`config.mk`:
```
export PLATFORM = sky130hd
export DESIGN_NAME = nic_flit_injector
export DESIGN_NICKNAME = d
export VERILOG_FILES = /design/src/rtl/nic_flit_injector.sv
export SDC_FILE = /design/constraint.sdc
export NUM_CORES = 1
export LEC_CHECK = 0
export ABC_AREA = 1
export ABC_CLOCK_PERIOD_IN_PS = 6900
export CAP_MARGIN = 20
export CELL_PAD_IN_SITES_DETAIL_PLACEMENT = 0
export CELL_PAD_IN_SITES_GLOBAL_PLACEMENT = 1
export CORE_MARGIN = 2
export CORE_UTILIZATION = 40
export DETAILED_ROUTE_END_ITERATION = 8
export GPL_TIMING_DRIVEN = 0
export MAX_ROUTING_LAYER = met4
export PLACE_DENSITY = 0.72
export SETUP_SLACK_MARGIN = 0.5
export SLEW_MARGIN = 30
export SYNTH_ARGS = -nofsm -noshare
export SYNTH_HDL_FRONTEND = slang
export SYNTH_SLANG_ARGS = --single-unit
```
`constraint.sdc`:
```
create_clock -name clk -period 6.9 [get_ports clk]
set_clock_uncertainty 0.2 [all_clocks]
set_input_delay 2.07 -clock clk [delete_from_list [all_inputs] [get_ports clk]]
set_output_delay 2.07 -clock clk [all_outputs]
set_load 0.05 [all_outputs]
```
`src/rtl/nic_flit_injector.sv`:
```
// nic_flit_injector: injection endpoint for one router input port.
// Stages per-VC flits in small FIFOs, grants one credit-eligible VC per cycle
// in round-robin order and registers the popped flit onto channel_out.
// Credits return on flow_ctrl_in; a return to a VC whose counter is already
// full sets the sticky error flag.
// Optional feature macro: NIC_INJ_PROTO_CHECK_EN (per-VC head/tail packet
// framing check on granted flits; framing violations also set error).
module nic_flit_injector #(
  parameter int NUM_VCS         = 2,
  parameter int VC_IDX_WIDTH    = 1,
  parameter int FLIT_DATA_WIDTH = 64,
  parameter int CREDITS_PER_VC  = 4,
  parameter int FIFO_DEPTH      = 4
) (
  input  logic                               clk,
  input  logic                               reset,
  input  logic [NUM_VCS-1:0]                 src_valid,
  output logic [NUM_VCS-1:0]                 src_ready,
  input  logic [NUM_VCS-1:0]                 src_head,
  input  logic [NUM_VCS-1:0]                 src_tail,
  input  logic [NUM_VCS*FLIT_DATA_WIDTH-1:0] src_data,
  output logic [FLIT_DATA_WIDTH+3:0]         channel_out,
  input  logic [VC_IDX_WIDTH:0]              flow_ctrl_in,
  output logic                               error,
  output logic                               idle
);

  localparam int PTR_W  = $clog2(FIFO_DEPTH);
  localparam int CRED_W = $clog2(CREDITS_PER_VC + 1);
  localparam int ENT_W  = FLIT_DATA_WIDTH + 2;  // {tail, head, data}

  logic [NUM_VCS-1:0]            fifo_full;
  logic [NUM_VCS-1:0]            fifo_empty;
  logic [NUM_VCS-1:0]            push;
  logic [NUM_VCS-1:0]            pop;
  logic [NUM_VCS-1:0]            ret;
  logic [NUM_VCS-1:0]            eligible;
  logic [NUM_VCS-1:0]            credit_full;
  logic [NUM_VCS-1:0]            ovf;
  logic [NUM_VCS-1:0]            proto_bad;
  logic [NUM_VCS-1:0][ENT_W-1:0] head_ent;

  logic                          gnt_vld;
  logic [VC_IDX_WIDTH-1:0]       gnt_vc;
  logic [VC_IDX_WIDTH-1:0]       rr_ptr;
  logic [ENT_W-1:0]              gnt_ent;
  logic [FLIT_DATA_WIDTH+3:0]    chan_p1;
  logic                          error_q;

  for (genvar v = 0; v < NUM_VCS; v++) begin : g_vc
    logic [PTR_W:0]      wr_ptr;
    logic [PTR_W:0]      rd_ptr;
    logic [CRED_W-1:0]   credit;
    logic [ENT_W-1:0]    mem [FIFO_DEPTH];

    assign fifo_empty[v]  = (wr_ptr == rd_ptr);
    assign fifo_full[v]   = ((wr_ptr - rd_ptr) == (PTR_W+1)'(FIFO_DEPTH));
    // Ready reflects fullness at the start of the cycle only; a same-cycle pop
    // does not open the FIFO for a same-cycle push.
    assign src_ready[v]   = reset & ~fifo_full[v];
    assign push[v]        = src_valid[v] & src_ready[v];
    assign pop[v]         = gnt_vld && (gnt_vc == VC_IDX_WIDTH'(v));
    assign ret[v]         = flow_ctrl_in[0] &&
                            (flow_ctrl_in[VC_IDX_WIDTH:1] == VC_IDX_WIDTH'(v));
    assign credit_full[v] = (credit == CRED_W'(CREDITS_PER_VC));
    assign eligible[v]    = !fifo_empty[v] && (credit != '0);
    assign ovf[v]         = ret[v] && !pop[v] && credit_full[v];
    assign head_ent[v]    = mem[rd_ptr[PTR_W-1:0]];

    // Payload storage; contents are don't-care until the pointers say valid.
    always_ff @(posedge clk) begin
      if (push[v])
        mem[wr_ptr[PTR_W-1:0]] <= {src_tail[v], src_head[v],
          src_data[(NUM_VCS-1-v)*FLIT_DATA_WIDTH +: FLIT_DATA_WIDTH]};
    end

    // FIFO pointers; reset drops every staged flit.
    always_ff @(posedge clk) begin
      if (!reset) begin
        wr_ptr <= '0;
        rd_ptr <= '0;
      end else begin
        if (push[v]) wr_ptr <= wr_ptr + (PTR_W+1)'(1);
        if (pop[v])  rd_ptr <= rd_ptr + (PTR_W+1)'(1);
      end
    end

    // Credit counter: grant spends, return refunds, both together cancel;
    // a return on a full counter is ignored (flagged through ovf).
    always_ff @(posedge clk) begin
      if (!reset)
        credit <= CRED_W'(CREDITS_PER_VC);
      else if (pop[v] && !ret[v])
        credit <= credit - CRED_W'(1);
      else if (ret[v] && !pop[v] && !credit_full[v])
        credit <= credit + CRED_W'(1);
    end

`ifdef NIC_INJ_PROTO_CHECK_EN
    logic pkt_open;
    logic ent_head;
    logic ent_tail;

    assign ent_tail     = head_ent[v][ENT_W-1];
    assign ent_head     = head_ent[v][ENT_W-2];
    assign proto_bad[v] = pop[v] && (ent_head ? pkt_open : !pkt_open);

    // Packet framing state, advanced only by flits actually granted.
    always_ff @(posedge clk) begin
      if (!reset)
        pkt_open <= 1'b0;
      else if (pop[v]) begin
        if (ent_tail)      pkt_open <= 1'b0;
        else if (ent_head) pkt_open <= 1'b1;
      end
    end
`else
    assign proto_bad[v] = 1'b0;
`endif
  end

  // Round-robin pick: first eligible VC at or after the pointer.
  always_comb begin
    logic [VC_IDX_WIDTH-1:0] idx_v;
    idx_v   = '0;
    gnt_vld = 1'b0;
    gnt_vc  = '0;
    for (int i = 0; i < NUM_VCS; i++) begin
      idx_v = VC_IDX_WIDTH'((int'(rr_ptr) + i) % NUM_VCS);
      if (!gnt_vld && eligible[idx_v]) begin
        gnt_vld = 1'b1;
        gnt_vc  = idx_v;
      end
    end
  end

  assign gnt_ent = head_ent[gnt_vc];

  // Pointer moves past the winner; held when nothing is granted.
  always_ff @(posedge clk) begin
    if (!reset)
      rr_ptr <= '0;
    else if (gnt_vld)
      rr_ptr <= (gnt_vc == VC_IDX_WIDTH'(NUM_VCS-1)) ? '0 : gnt_vc + VC_IDX_WIDTH'(1);
  end

  // ---- stage p1: granted flit registered onto the router channel ----
  always_ff @(posedge clk) begin
    if (!reset || !gnt_vld)
      chan_p1 <= '0;
    else
      chan_p1 <= {gnt_ent[FLIT_DATA_WIDTH-1:0], gnt_ent[ENT_W-1], gnt_ent[ENT_W-2],
                  gnt_vc[0], 1'b1};
  end

  // Sticky error: credit overflow, plus framing violations when checked.
  always_ff @(posedge clk) begin
    if (!reset)
      error_q <= 1'b0;
    else if ((|ovf) || (|proto_bad))
      error_q <= 1'b1;
  end

  assign channel_out = chan_p1;
  assign error       = error_q;
  assign idle        = (&fifo_empty) && (&credit_full) && !chan_p1[0];

endmodule

```
==> results of run 1 <==
## per-stage QoR
stage          std cells  cell area (um^2)  hold WS (ns)
6_report            2914             29500         0.299
5_1_grt             2914             29500         0.333
4_1_cts             2907             29500         0.301
3_5_place_dp        2788             27300         0.291
3_3_place_gp        2755             26300         0.279
2_1_floorplan       1781             23300         0.254
## placed cells by master (no fill, tap or decap), types with 2 or more instances in the layout
cell and count:
a21oi_1 11, a31oi_1 68, buf_1 2, buf_16 30, buf_2 33, buf_4 2, buf_6 18, buf_8 3
bufinv_16 6, clkbuf_1 66, clkbuf_16 71, clkbuf_8 4, clkdlybuf4s50_1 208, clkinv_1 9, clkinv_2 8, clkinv_4 2
dfxtp_1 92, diode_2 7, edfxtp_1 528, fa_1 2, ha_1 14, inv_1 49, inv_2 6, inv_6 4
nand2_1 38, nand2_2 6, nand3_1 18, nand3_2 4, nand4_1 3, nor2_1 408, nor2_4 8, nor3_1 4
o21ai_0 269, o21ai_1 73, o22ai_1 66
## logic make-up (layout without fill, tap and decap cells)
kind of cell	Yosys count	in the layout	synth area share (%)
other	0	7	0
buffers and inverters	166	527	3.53
flip-flops	620	620	76.0
AND/OR/NAND/NOR	491	491	8.30
adder cells (fa/ha/maj)	16	16	0.924
AO/OA/AOI/OAI	488	488	11.2
## area by class of cell
class / instances / area (um^2) / share of cell area [%]
Sequential cell: 620 / 17700 / 60.0
Timing Repair Buffer: 242 / 2970 / 10.1
Clock buffer: 89 / 1880 / 6.39
Antenna cell: 7 / 17.5 / 0.0594
Clock inverter: 30 / 325 / 1.10
Buffer: 109 / 606 / 2.05
Multi-Input combinational cell: 995 / 4820 / 16.3
Inverter: 57 / 218 / 0.738
Tap cell: 765 / 957 / 3.25
## worst min-delay path: stages, from the launching register on
cell	delay (ns)
dfxtp_1	0.32
inv_1	0.08
a21oi_1	0.06
## flip-flops by register name, indices dropped and copies added (netlist names), named ones only
| name | cells |
|---|---|
| g_vc.credit | 6 |
| g_vc.wr_ptr | 6 |
| rr_ptr | 1 |
| g_vc.rd_ptr | 6 |
| g_vc.mem | 528 |
| channel_out | 68 |
| error | 1 |
## path summary, 6_finish.rpt
path | startpoint | end | slack (ns)
worst min register to register | g_vc[1].rd_ptr[2] | g_vc[1].rd_ptr[2] | 0.30
worst min-delay path | g_vc[1].rd_ptr[2] | g_vc[1].rd_ptr[2] | 0.30
worst max-delay path | reset | src_ready[1] | 0.64
worst max register to register | g_vc[0].rd_ptr[1] | g_vc[0].mem[2][29] | 3.93
## power by group
part | internal [mW] | switching [mW] | total [mW]
Sequential | 4.46 | 0.131 | 4.59
Clock | 2.15 | 1.42 | 3.57
Combinational | 1.17 | 2.64 | 3.81
## per-layer routing
layer	GRT usage, %	part of all wire [%]
met1	28.2	42
met2	34.4	49
met3	3.00	6.4
met4	7.89	2.5
met5	-	0
## timing repair
action	4_1_cts	5_1_grt
setup endpoints to repair	2	1
gates resized for setup	1	1
gates cloned	0	0
==> metrics, run 1 <==
CP max stage delay=0.80 ns; worst vdd ir=approximately 0.19 mV; most common cell type on the critical path=clkdlybuf4s50_1; unrepaired setup endpoints after global routing=false; synth top area cells=edfxtp_1, dfxtp_1, nor2_1; drt via density=roughly 5.2; initial antenna violation count=8; Rows=just under 90; worst slack at placement=~0.38 ns; critical path startpoint category=primary input; worst-margin pin slew=0.991 ns; Critical Path RT=4.63 ns; Worst-Skew Late Latency=0.60 ns; cell chain of the critical path=clkdlybuf4s50_1 > clkbuf_2 > nand2_1 > inv_1 > clkdlybuf4s50_1; DP Wirelength=42.6 mm; Final Hold Vio Count=0; Async SR Flop Fraction=0%; Die Height=245 um; Tot GR Track Use=~22%; Synth Flop Type=edfxtp_1; Netlist cell types=29; Max-cap violations=0; Pins Over Slew Limit=0; remaining antenna violation count after routing=0; Pre-Repair DR Iteration Count=5; number of DRC markers in iteration 0=1553; Routed WL per cell=21.7 um; Post-synth EDFFs=528; vias in the first global route=14700; Post-Syn Instances=roughly 1800; first-pass GRT wire length=92.2 mm; total number of vias=15200; Reg clk slew, reported paths=0.05 ns; Root Buffer=clkbuf_16; pin count of the biggest net entering global routing=20; run status=completed; Crit. path cell count=5; Final Total Pwr=12.0 mW; Pwr Density=406 nW/um^2; CP Max Fanout=10; Post-synth top cells=edfxtp_1, nor2_1, o21ai_0; Lkg Pwr=10.1 nW; NumNets Final=2246; Hold Buf Count CTS=0; top-count cell post-synth=edfxtp_1; fmax=around 160 MHz; Synth Area per Inst=approximately 13 um^2; Tmin final=between 6 and 7 ns; sequential share of the synthesized area=76.0%; WP data arrival=3.99 ns; Util after Layout=51.2%; GRT overflow=0; yosys warns=0; Worst Setup End Kind=primary output; final count of negative-setup-slack endpoints=0; Layout fillers=4816; post-route DRC violation count=0; cell family with most CP delay=buffers and inverters; Die X=245 um; Port Buffers=209; cts bufs inserted=67; clock buffer depth=3; WP buf/inv=4; Post-Route WL=63.2 mm; Yosys top cell by area=edfxtp_1; Mapped Nets=just under 2000; top cell type's share of synthesized area=between 60% and 70%; final worst-path setup slack=0.644 ns; synthesized flop and latch total=620; core box area=~58000 um^2; worst reg2reg path depth=11; Boundary Pins=between 200 and 250; layout cell share with drive strength beyond 1=roughly a tenth; die area=60100 um^2; Worst Hold Class=register to register; TritonCTS clock tree=done; starting density of the core=between 40% and 50%; fin crit share=90.7%; Crit-path slowest cell=clkdlybuf4s50_1; Hold Crit Depth=2; H-tree depth=3; GP Congestion=a little under 0.8; Syn Std Cell Area=around 23000 um^2; clock sink count=620; total setup buffers inserted after CTS=0; Crit Path Class=primary input to primary output; worst rel slew slack=34.0%; setup TNS=0 ns; synthesis-to-finish area growth=26.7%
Power figures use the tool's default switching activity.
==> run 2: changes to the inputs <==
==> constraint.sdc (replaced) <==
create_clock -name clk -period 6.9 [get_ports clk]
set_clock_uncertainty 0.2 [all_clocks]
set_input_delay 0.69 -clock clk [delete_from_list [all_inputs] [get_ports clk]]
set_output_delay 0.69 -clock clk [all_outputs]
set_load 0.05 [all_outputs]
==> run 2 against run 1 <==
Compared with the run above:
- via count barely moved
- first-iteration DRC count fell by 1.1%
- sequential cell count did not move
- critical path type is now register to primary output
- utilization barely moved
==> metrics, run 2 (synthesis results as in run 1) <==
run status=completed; Boundary Pins=210 (unchanged); clock sink count=620 (unchanged); Die Height=245 um (unchanged); total setup buffers inserted after CTS=0 (unchanged); initial antenna violation count=8 (unchanged); most common cell after layout, fill and taps aside=edfxtp_1; WP buf/inv=3 (-1); remaining antenna violation count after routing=0 (unchanged); Worst-Skew Late Latency=0.60 ns (about the same); Pwr Density=406 nW/um^2 (about the same); clock buffer depth=3 (unchanged); Lkg Pwr=10.1 nW (-0.14%); Post-Route WL=63.2 mm (about the same); die area=60100 um^2 (unchanged); DP Wirelength=42.6 mm (unchanged); NumNets Final=2246 (unchanged); Reg clk slew, reported paths=0.05 ns (about the same); Tmin final=3.84 ns (-2.42 ns); final count of negative-setup-slack endpoints=0 (unchanged); Pre-Repair DR Iteration Count=5 (unchanged); Rows=88 (unchanged); worst-margin pin slew=0.989 ns (-0.00113 ns); Crit-path slowest cell=clkdlybuf4s50_1; number of DRC markers in iteration 0=1536 (-1.1%); Max-cap violations=0 (unchanged); Hold Buf Count CTS=0 (unchanged); CP max stage delay=0.91 ns (+0.11 ns); fmax=261 MHz (+63%); Critical Path RT=6.01 ns (+1.38 ns); Worst Setup End Kind=primary output; Routed WL per cell=21.7 um (about the same); cell family with most CP delay=buffers and inverters; Final Total Pwr=12.0 mW (about the same); fin crit share=55.6% (-35 points); synthesis-to-finish area growth=26.7% (about the same); worst rel slew slack=34.0% (+0.075 points); Root Buffer=clkbuf_16; TritonCTS clock tree=done; Port Buffers=209 (unchanged); first-pass GRT wire length=92.2 mm (unchanged); Die X=245 um (unchanged); critical path startpoint category=register; total number of vias=15200 (-0.072%); Pins Over Slew Limit=0 (unchanged); layout cell share with drive strength beyond 1=9.90% (-0.047 points); Layout fillers=4816 (unchanged); worst vdd ir=0.192 mV (about the same); Final Hold Vio Count=0 (unchanged); Resize count post-CTS=0 (-1); post-route DRC violation count=0 (unchanged); WP data arrival=2.95 ns (-1.04 ns); most common cell type on the critical path=inv_1; Worst Hold Class=register to register; pin count of the biggest net entering global routing=20 (unchanged); GP Congestion=0.790 (unchanged); most frequent cells in the layout=edfxtp_1, nor2_1, o21ai_0, clkdlybuf4s50_1, dfxtp_1; Crit Path Class=register to primary output; H-tree depth=3 (unchanged); cts bufs inserted=67 (unchanged); cell chain of the critical path=inv_1 > ha_1 > nand2_1 > inv_1 > nand3_2 > nor3_1 > clkdlybuf4s50_1; Util after Layout=51.2% (about the same); CP Max Fanout=5 (-5); max reg flops=528 (unchanged); Hold WS=0.301 ns (+0.00183 ns); drt via density=5.21 (about the same); Tot GR Track Use=21.5% (unchanged); GRT overflow=0 (unchanged); unrepaired setup endpoints after global routing=false; vias in the first global route=14700 (unchanged); starting density of the core=40.4% (unchanged); core box area=57600 um^2 (unchanged)
==> run 2: per-stage QoR <==
stage	setup WS, ns	area (um^2)	setup TNS, ns	cells
global route	2.93	29500	0	2914
CTS	2.97	29500	0	2907
floorplan	2.24	23300	0	1781
finish	3.06	29500	0	2914
global placement	-1.04	26300	-488.80	2755
detailed placement	3.14	27300	0	2788
==> run 2: worst reg2reg max path: cells and delay by family, from the launching register on <==
kind | cells | cell delay [ns]
fa+ha+maj | 1 | 0.29
simple gates | 7 | 1.35
buf+inv | 3 | 0.48
flops | 1 | 0.32
==> run 2: cell type report <==
| cell class | instances | area [um^2] | area share, % |
|---|---|---|---|
| clock buffer | 89 | 1880 | 6.39 |
| multi-input combinational | 995 | 4820 | 16.3 |
| timing repair buffer | 242 | 2970 | 10.1 |
| tap | 765 | 957 | 3.25 |
| antenna | 7 | 17.5 | 0.0594 |
| sequential | 620 | 17700 | 60.0 |
| inverter | 57 | 218 | 0.738 |
| buffer | 109 | 604 | 2.05 |
| clock inverter | 30 | 325 | 1.10 |
==> run 2: routing by layer <==
| metal | GRT usage (%) | vias to the layer above | share of wire (%) |
|---|---|---|---|
| met3 | 3.00 | 94 | 6.5 |
| met2 | 34.4 | 546 | 49 |
| met5 | - | - | 0 |
| li1 | - | 7102 | - |
| met4 | 7.89 | 0 | 2.5 |
| met1 | 28.2 | 7448 | 42 |
==> run 2: power by group <==
part	switching, mW	internal (mW)
Sequential	0.131	4.46
Combinational	2.64	1.17
Clock	1.42	2.15
Total	4.20	7.78
==> run 2: worst paths after layout <==
| kind | startpoint | endpoint | slack (ns) | cells after the start |
|---|---|---|---|---|
| max | g_vc[1].wr_ptr[0] | idle | 3.06 | 7 |
| min | g_vc[1].rd_ptr[2] | g_vc[1].rd_ptr[2] | 0.30 | 2 |
| max reg2reg | g_vc[0].rd_ptr[1] | g_vc[0].mem[2][29] | 3.93 | 11 |
| min reg2reg | g_vc[1].rd_ptr[2] | g_vc[1].rd_ptr[2] | 0.30 | 2 |
